**config.mk**
```make
export PLATFORM = sky130hd
export DESIGN_NAME = kamikaze_ifq
export DESIGN_NICKNAME = d
export VERILOG_FILES = /design/src/rtl/kamikaze_ifq_pkg.sv /design/src/rtl/kamikaze_ifq_ram.sv /design/src/rtl/kamikaze_ifq.sv
export SDC_FILE = /design/constraint.sdc
export NUM_CORES = 1
export LEC_CHECK = 0
export CAP_MARGIN = 25
export CORE_AREA = 5 5 157 159
export CTS_BUF_LIST = sky130_fd_sc_hd__clkbuf_8 sky130_fd_sc_hd__clkbuf_16
export CTS_CLUSTER_DIAMETER = 30
export DETAILED_ROUTE_END_ITERATION = 8
export DIE_AREA = 0 0 162 164
export PLACE_DENSITY = 0.83
export SKIP_LAST_GASP = 1
export SLEW_MARGIN = 20
export SYNTH_ARGS = -nofsm -noshare
export SYNTH_HDL_FRONTEND = slang
export SYNTH_SLANG_ARGS = --single-unit
```
**constraint.sdc**
```tcl
create_clock -name clk_i -period 4.75 [get_ports clk_i]
set_clock_uncertainty 0.1 [all_clocks]
set_input_delay 1.425 -clock clk_i [delete_from_list [all_inputs] [get_ports clk_i]]
set_output_delay 1.425 -clock clk_i [all_outputs]
set_load 0.01 [all_outputs]
```
**src/rtl/kamikaze_ifq_pkg.sv**
```systemverilog
// Shared types and constants for the kamikaze instruction fetch queue.
// Holds the NOP encoding, the datapath width and the 65-bit queue entry layout.
package kamikaze_ifq_pkg;

    localparam int          KAMIKAZE_XLEN = 32;
    localparam logic [31:0] KAMIKAZE_NOP  = 32'h0000_0013;

    // One queue entry: instruction, its PC and the compressed-origin flag.
    typedef struct packed {
        logic [KAMIKAZE_XLEN-1:0] instr;
        logic [KAMIKAZE_XLEN-1:0] pc;
        logic                     compressed;
    } ifq_entry_t;

    localparam int KAMIKAZE_ENTRY_W = $bits(ifq_entry_t);

    // Fall-through PC: 16-bit encodings advance by 2, 32-bit encodings by 4.
    function automatic logic [KAMIKAZE_XLEN-1:0] next_pc(input ifq_entry_t e);
        return e.pc + (e.compressed ? 32'd2 : 32'd4);
    endfunction

endpackage

```
**src/rtl/kamikaze_ifq_ram.sv**
```systemverilog
// Entry storage for the fetch queue: DEPTH entries, one synchronous write
// port and one asynchronous read port. Contents are not reset.
module kamikaze_ifq_ram
    import kamikaze_ifq_pkg::*;
#(
    parameter int DEPTH  = 4,
    parameter int ADDR_W = 2
) (
    input  logic              clk_i,
    input  logic              we_i,
    input  logic [ADDR_W-1:0] waddr_i,
    input  ifq_entry_t        wdata_i,
    input  logic [ADDR_W-1:0] raddr_i,
    output ifq_entry_t        rdata_o
);

    ifq_entry_t mem [DEPTH];

    // Write the addressed entry on a push.
    // NOTE: the storage array has no reset; validity is tracked by the pointers and count alone.
    always_ff @(posedge clk_i) begin
        if (we_i) begin
            mem[waddr_i] <= wdata_i;
        end
    end

    assign rdata_o = mem[raddr_i];

endmodule

```
**src/rtl/kamikaze_ifq.sv**
```systemverilog
// Instruction fetch queue between fetch and decode.
// Buffers decompressed instructions with PC and compressed flag, back-pressures
// fetch when full and drops everything on flush_i.
// Optional feature: define KAMIKAZE_IFQ_BYPASS_EN to forward the input straight
// to the outputs while the queue is empty (zero-cycle latency).
module kamikaze_ifq
    import kamikaze_ifq_pkg::*;
#(
    parameter int DEPTH  = 4,
    parameter int ADDR_W = 2
) (
    input  logic              clk_i,
    input  logic              rst_i,
    input  logic [31:0]       instr_i,
    input  logic [31:0]       pc_i,
    input  logic              is_compressed_instr_i,
    input  logic              instr_valid_i,
    output logic              ifq_ready_o,
    input  logic              flush_i,
    output logic [31:0]       instr_o,
    output logic [31:0]       pc_o,
    output logic [31:0]       next_pc_o,
    output logic              is_compressed_instr_o,
    output logic              instr_valid_o,
    input  logic              id_ready_i,
    output logic [ADDR_W:0]   ifq_count_o
);

    localparam logic [ADDR_W:0] COUNT_FULL = (ADDR_W+1)'(DEPTH);

    logic [ADDR_W-1:0] wr_ptr_q, wr_ptr_d;
    logic [ADDR_W-1:0] rd_ptr_q, rd_ptr_d;
    logic [ADDR_W:0]   count_q, count_d;

    ifq_entry_t in_entry;
    ifq_entry_t rd_entry;
    ifq_entry_t head_entry;
    logic       queue_empty;
    logic       bypass_active;
    logic       head_valid;
    logic       push;
    logic       pop;
    logic       mem_push;
    logic       mem_pop;

    assign in_entry    = '{instr: instr_i, pc: pc_i, compressed: is_compressed_instr_i};
    assign queue_empty = (count_q == '0);

    // Ready depends on registered occupancy only, so no id_ready_i -> ifq_ready_o path.
    assign ifq_ready_o = (count_q != COUNT_FULL);

`ifdef KAMIKAZE_IFQ_BYPASS_EN
    assign bypass_active = queue_empty & instr_valid_i & ~flush_i;
`else
    assign bypass_active = 1'b0;
`endif

    assign head_valid = ~queue_empty | bypass_active;
    assign head_entry = bypass_active ? in_entry : rd_entry;

    assign push = instr_valid_i & ifq_ready_o & ~flush_i;
    assign pop  = head_valid & id_ready_i & ~flush_i;

    // A bypassed entry consumed in the same cycle never touches storage.
    assign mem_push = push & ~(bypass_active & id_ready_i);
    assign mem_pop  = pop & ~queue_empty;

    kamikaze_ifq_ram #(
        .DEPTH  (DEPTH),
        .ADDR_W (ADDR_W)
    ) u_ram (
        .clk_i   (clk_i),
        .we_i    (mem_push),
        .waddr_i (wr_ptr_q),
        .wdata_i (in_entry),
        .raddr_i (rd_ptr_q),
        .rdata_o (rd_entry)
    );

    // Next pointer and occupancy; flush clears everything and suppresses push/pop.
    // NOTE: every signal gets a default at the top of the block so no latch is inferred.
    always_comb begin
        wr_ptr_d = wr_ptr_q;
        rd_ptr_d = rd_ptr_q;
        count_d  = count_q;
        if (flush_i) begin
            wr_ptr_d = '0;
            rd_ptr_d = '0;
            count_d  = '0;
        end else begin
            if (mem_push) begin
                wr_ptr_d = wr_ptr_q + ADDR_W'(1);
            end
            if (mem_pop) begin
                rd_ptr_d = rd_ptr_q + ADDR_W'(1);
            end
            case ({mem_push, mem_pop})
                2'b10:   count_d = count_q + (ADDR_W+1)'(1);
                2'b01:   count_d = count_q - (ADDR_W+1)'(1);
                default: count_d = count_q;
            endcase
        end
    end

    // Pointer and count registers with synchronous reset.
    // NOTE: sequential state uses non-blocking assignments so all flops update together.
    always_ff @(posedge clk_i) begin
        if (rst_i) begin
            wr_ptr_q <= '0;
            rd_ptr_q <= '0;
            count_q  <= '0;
        end else begin
            wr_ptr_q <= wr_ptr_d;
            rd_ptr_q <= rd_ptr_d;
            count_q  <= count_d;
        end
    end

    // Head outputs, forced to idle values when no valid head exists.
    always_comb begin
        instr_valid_o         = head_valid;
        instr_o               = KAMIKAZE_NOP;
        pc_o                  = '0;
        next_pc_o             = '0;
        is_compressed_instr_o = 1'b0;
        if (head_valid) begin
            instr_o               = head_entry.instr;
            pc_o                  = head_entry.pc;
            next_pc_o             = next_pc(head_entry);
            is_compressed_instr_o = head_entry.compressed;
        end
    end

    assign ifq_count_o = count_q;

endmodule
```
==> results.json, run 1 <==
{
  "outcome": "finished with violations",
  "violations": "negative setup slack",
  "wl_per_cell_um": 21.3,
  "ys_ff_latch": 269,
  "r2r_end": "ifq_count_o[2]",
  "powerDensity_nw_per_um2": 415,
  "drv_cap": 0,
  "clock_sinks": 269,
  "synth_commonest_cells": "edfxtp_1, and2_1, mux4_2",
  "ir_drop_mv": 0.346,
  "cts.path.max_buffers": 3,
  "drive_gt1_share_pct": 25.0,
  "fillers": 1532,
  "diodes": 0,
  "stdcell_count": 1151,
  "rsz0062_at_grt": "yes",
  "yosysTopAreaCellShare_pct": 69.9,
  "io_buffer_count": 171,
  "die_w_um": 162,
  "final_max_slew_viol_count": 0,
  "cp_max_fo": 4,
  "fin_crit_sh_pct": 104,
  "core_area_um2": 23100,
  "relSlewSlack_pct": 42.8,
  "finalCriticalPeriod_ps": 4950,
  "htree_levels": 2,
  "groute.usage.overall_pct": 18.7,
  "tightest_slew_ps": 856,
  "drc": 0,
  "min_delay_path_depth": 2,
  "hpwl_um": 15600,
  "path_clk_slew_ps": 50,
  "fp.dieH_um": 164,
  "rows": 56,
  "placedCellCount": 1061,
  "yosys.area.top_type": "edfxtp_1",
  "grt_pass1_vias": 6657,
  "ys.flop_type": "edfxtp_1",
  "grt_pass1_wl_um": 38100,
  "vias_per_cell": 5.46,
  "io_pins": 172,
  "cp-endpoint": "next_pc_o[26]",
  "syn_inst": 595,
  "drt_pass1_iterations": 4,
  "cts-root-buf": "clkbuf_16",
  "arrival_ps": 3420,
  "start_util_pct": 48.3,
  "synthesis.area_um2": 11200,
  "ys_types": 42,
  "reg2reg_slack_ps": 2110,
  "synth_most_common_cell": "edfxtp_1",
  "grt-ovfl-total": 0,
  "hold_viol_final": 0,
  "yosysWarningCount": 0,
  "place.gp.congestion": 0.805,
  "yosysSeqAreaShare_pct": 71.5,
  "via_count": 6279,
  "die_area_um2": 26600,
  "avgSynthCellArea_um2": 18.8,
  "final_nets": 904,
  "cp-end-kind": "output port",
  "ys_top_cells_by_area": "edfxtp_1, mux4_2, mux4_1",
  "post-place-ws_ps": 11.3,
  "antenna_left": 0,
  "critPathRequiredTime_ps": 3220,
  "postSynth.asyncResetShare_pct": 0,
  "numCtsBuffers": 45,
  "start_kind": "register",
  "cts_hold_buf": 0,
  "grt_max_degree": 58,
  "fmax_mhz": 202,
  "synth_edf_count": 260,
  "crit_type": "reg -> out",
  "hp-class": "reg -> reg",
  "timing.final.ws_setup_ps": -198,
  "setup_tns_ps": -1240,
  "reg2reg_depth": 9,
  "syn_nets": 674,
  "area.growth.synth_to_final_pct": 36.0,
  "drtIter0Drc": 464,
  "wirelength_um": 24600,
  "cts_tree": "built",
  "setup_viol": 12,
  "r2r-start": "ifq_count_o[0]",
  "p_leak_nw": 5.22,
  "antenna_found_initial": 1,
  "clk_latency_ps": 500
}
cells by family after synthesis:
| logic type | Yosys count | synth area share, % |
|---|---|---|
| xor+xnor | 16 | 1.26 |
| fa+ha+maj | 9 | 1.14 |
| compound gates | 25 | 1.22 |
| buf+inv | 41 | 2.08 |
| flops | 269 | 71.5 |
| mux | 73 | 14.6 |
| simple gates | 162 | 8.20 |
how the worst min path moves through the flow:
| stage | from | endpoint |
|---|---|---|
| 2_1_floorplan | wr_ptr_q[1] | wr_ptr_q[1] |
| 3_3_place_gp | wr_ptr_q[1] | wr_ptr_q[1] |
| 3_5_place_dp | wr_ptr_q[1] | wr_ptr_q[1] |
| 4_1_cts | wr_ptr_q[1] | wr_ptr_q[1] |
| 5_1_grt | wr_ptr_q[1] | wr_ptr_q[1] |
| 6_report | wr_ptr_q[1] | wr_ptr_q[1] |
routing by layer:
layer	up-vias	track usage [%]	routed length (um)
li1	2844	-	-
met1	3177	23.8	9850
met5	-	0	8
met3	40	5.45	1780
met4	2	5.38	474
met2	216	31.6	12400
placed cells by master, fill, tap and decap left out, types with 6 or more instances in the layout:
cell type          n
o21ai_0            9
buf_12             6
nand2_1           12
clkinv_4           6
nor2_1            31
xnor2_1            6
clkdlybuf4s50_1  147
buf_4             30
nand3_1           11
clkinv_1           7
edfxtp_1         260
dlygate4sd2_1     11
clkbuf_16         47
mux4_2            47
dfxtp_1            7
a21oi_1           10
buf_2              6
xor2_1            10
bufinv_16          8
or3_1              8
and2_1            60
buf_6              6
mux4_1            18
inv_1             14
worst max-delay path, cell delays in order, from the launching register on:
cell     delay (ps)
dfxtp_4         370
mux4_2          560
ha_4            290
a21o_4          130
nand3_4          70
or4b_4          570
buf_12          170
buf_6           110
nor3b_4         190
mux2_4          330
buf_6           130
metrics by stage:
stage	hold WS [ps]	instance area (um2)	util, %	power (mW)
finish	405	15200	65.7	6.29
global route	436	15200	65.7	6.50
CTS	414	15100	65.2	6.35
detailed placement	408	13400	57.9	3.01
global placement	393	13400	57.9	3.00
floorplan	369	11200	-	2.82
power by group:
part	internal [mW]	switching (mW)
logic	0.159	0.148
registers	2.65	0.00930
clock network	2.24	1.09
flip-flops by register name, summed over array words and instances (netlist names), named ones only:
| register | cells |
|---|---|
| u_ram.mem | 260 |
| ifq_count_o | 3 |
| rd_ptr_q | 2 |
| wr_ptr_q | 2 |
area by class of cell:
type                       instances  area [um2]  area share [%]
timing repair buffer             213        2100            13.8
multi-input combinational        285        3090            20.3
tap                              290         363            2.39
inverter                          11        41.3           0.272
clock buffer                      47        1180            7.75
sequential                       269        8000            52.7
clock inverter                    36         419            2.76
what timing repair did:
item	4_1_cts	5_1_grt
pin swaps	7	13
setup endpoints to repair	24	21
buffers inserted	4	4
resized for setup	66	25
(Power assumes the default switching activity.)
==> inputs of run 2 (changes only) <==
- CORE_AREA: 5 5 157 159 -> 5 5 199 201
- DIE_AREA: 0 0 162 164 -> 0 0 204 206
- PLACE_DENSITY: 0.83 -> 0.58
==> run 2 against run 1 <==
Effect of this change: the run still ends with negative setup slack left; count of clock-buffer cells in the layout grew 13; critical path type unchanged; sequential power about the same; largest cell class unchanged; setup slack lost 19 ps; power up 9.9%; combinational power grew 3%; first-iteration DRC count fell by 30%; cell count rose by 22%; non-clock buffer count up 5; clock power is 18% higher; cell area grew 5.0%; global-route usage shrank 5.5 points.
==> results.json, run 2 (synthesis gave the netlist of run 1 again) <==
{
  "place.gp.congestion": 0.729,
  "fillers": 3324,
  "reg2reg_slack_ps": 2140,
  "finalCriticalPeriod_ps": 4970,
  "outcome": "finished with violations",
  "drtIter0Drc": 325,
  "area.growth.synth_to_final_pct": 42.8,
  "io_pins": 172,
  "start_kind": "register",
  "grt_pass1_vias": 6989,
  "setup_tns_ps": -1560,
  "largest_reg_flops": 260,
  "p_leak_nw": 5.42,
  "cp-end-kind": "output port",
  "hp-class": "reg -> reg",
  "hold_viol_final": 0,
  "htree_levels": 2,
  "grt-ovfl-total": 0,
  "final_nets": 922,
  "drc": 0,
  "core_area_um2": 37400,
  "powerDensity_nw_per_um2": 434,
  "fp.dieH_um": 206,
  "grt_pass1_wl_um": 42000,
  "ir_drop_mv": 0.355,
  "via_count": 6406,
  "wirelength_um": 28100,
  "fin_crit_sh_pct": 105,
  "r2r-start": "ifq_count_o[0]",
  "path_clk_slew_ps": 40,
  "drt_pass1_iterations": 4,
  "start_util_pct": 29.9,
  "antenna_left": 0,
  "crit_type": "reg -> out",
  "min_from": "wr_ptr_q[1]",
  "layout_commonest_cell": "edfxtp_1",
  "setup_viol": 17,
  "vias_per_cell": 4.57,
  "cp_max_fo": 4,
  "groute.usage.overall_pct": 13.2,
  "cts_hold_buf": 0,
  "regMostFlops": "u_ram.mem",
  "timing.final.ws_setup_ps": -217,
  "fmax_mhz": 201,
  "die_w_um": 204,
  "grt_max_degree": 66,
  "hpwl_um": 17800,
  "cts.path.max_buffers": 3,
  "relSlewSlack_pct": 47.2,
  "numCtsBuffers": 58,
  "cts_tree": "built",
  "holdWs_ps": 413,
  "io_buffer_count": 171,
  "clock_sinks": 269,
  "cts-root-buf": "clkbuf_16",
  "antenna_found_initial": 2,
  "mostFrequentLayoutCells": "edfxtp_1, clkdlybuf4s50_1, and2_1, clkbuf_16, mux4_2",
  "rsz0062_at_grt": "yes",
  "drv_cap": 0,
  "wl_per_cell_um": 20.0,
  "post-place-ws_ps": -114,
  "total_power_mw": 6.92,
  "die_area_um2": 42000,
  "drive_gt1_share_pct": 29.0,
  "clk_latency_ps": 570,
  "arrival_ps": 3440,
  "critPathRequiredTime_ps": 3220,
  "violations": "negative setup slack",
  "rows": 71,
  "tightest_slew_ps": 792,
  "final_max_slew_viol_count": 0
}
-- run 2: area by class of cell --
| type | instances | area (um2) | area share [%] |
|---|---|---|---|
| antenna | 1 | 2.50 | 0.0157 |
| clock buffer | 60 | 1480 | 9.27 |
| clock inverter | 48 | 490 | 3.08 |
| inverter | 11 | 41.3 | 0.259 |
| multi-input combinational | 285 | 3130 | 19.6 |
| sequential | 269 | 8000 | 50.1 |
| tap | 511 | 639 | 4.01 |
| timing repair buffer | 218 | 2170 | 13.6 |
-- run 2: stage by stage --
stage                     utilization, %  instances  instance area [um2]
final                               42.6       1403                15900
after global placement              36.6       1281                13700
after CTS                           42.4       1399                15900
after detailed placement            36.6       1281                13700
after global routing                42.6       1402                15900
after floorplan                        -        595                11200
-- run 2: worst paths after layout --
kind | end | cells past startpoint
min reg2reg | wr_ptr_q[1] | 2
min | wr_ptr_q[1] | 2
max | next_pc_o[22] | 9
max reg2reg | ifq_count_o[2] | 10
-- run 2: critical path, cell delays in order, from the launching register on --
cell and delay [ps]:
dfxtp_4 370, mux4_2 550, ha_4 290, a21o_4 130
nand3_4 70, or4b_4 570, buf_6 150, or4_4 470
a21oi_2 130, buf_2 140
-- run 2: per-layer routing --
layer	GRT usage [%]	routed length (um)	share of wire [%]	vias up
met2	21.7	13500	48	187
met5	0	13	0.046	-
met4	5.03	629	2.2	2
li1	-	-	-	2889
met1	16.8	12100	43	3281
met3	3.84	1760	6.3	47
-- run 2: where the power goes --
part           switching, mW  internal [mW]  total, mW
Sequential           0.00870           2.65       2.66
Clock                   1.26           2.68       3.94
Combinational          0.154          0.162      0.316
Total                   1.43           5.49       6.92
-- run 2: timing repair --
action,CTS,global route
setup buffers,9,4
cloned,1,0
endpoints found under the hold margin,0,0
pin swaps,18,9
setup endpoints to repair,29,24
resized for setup,114,19
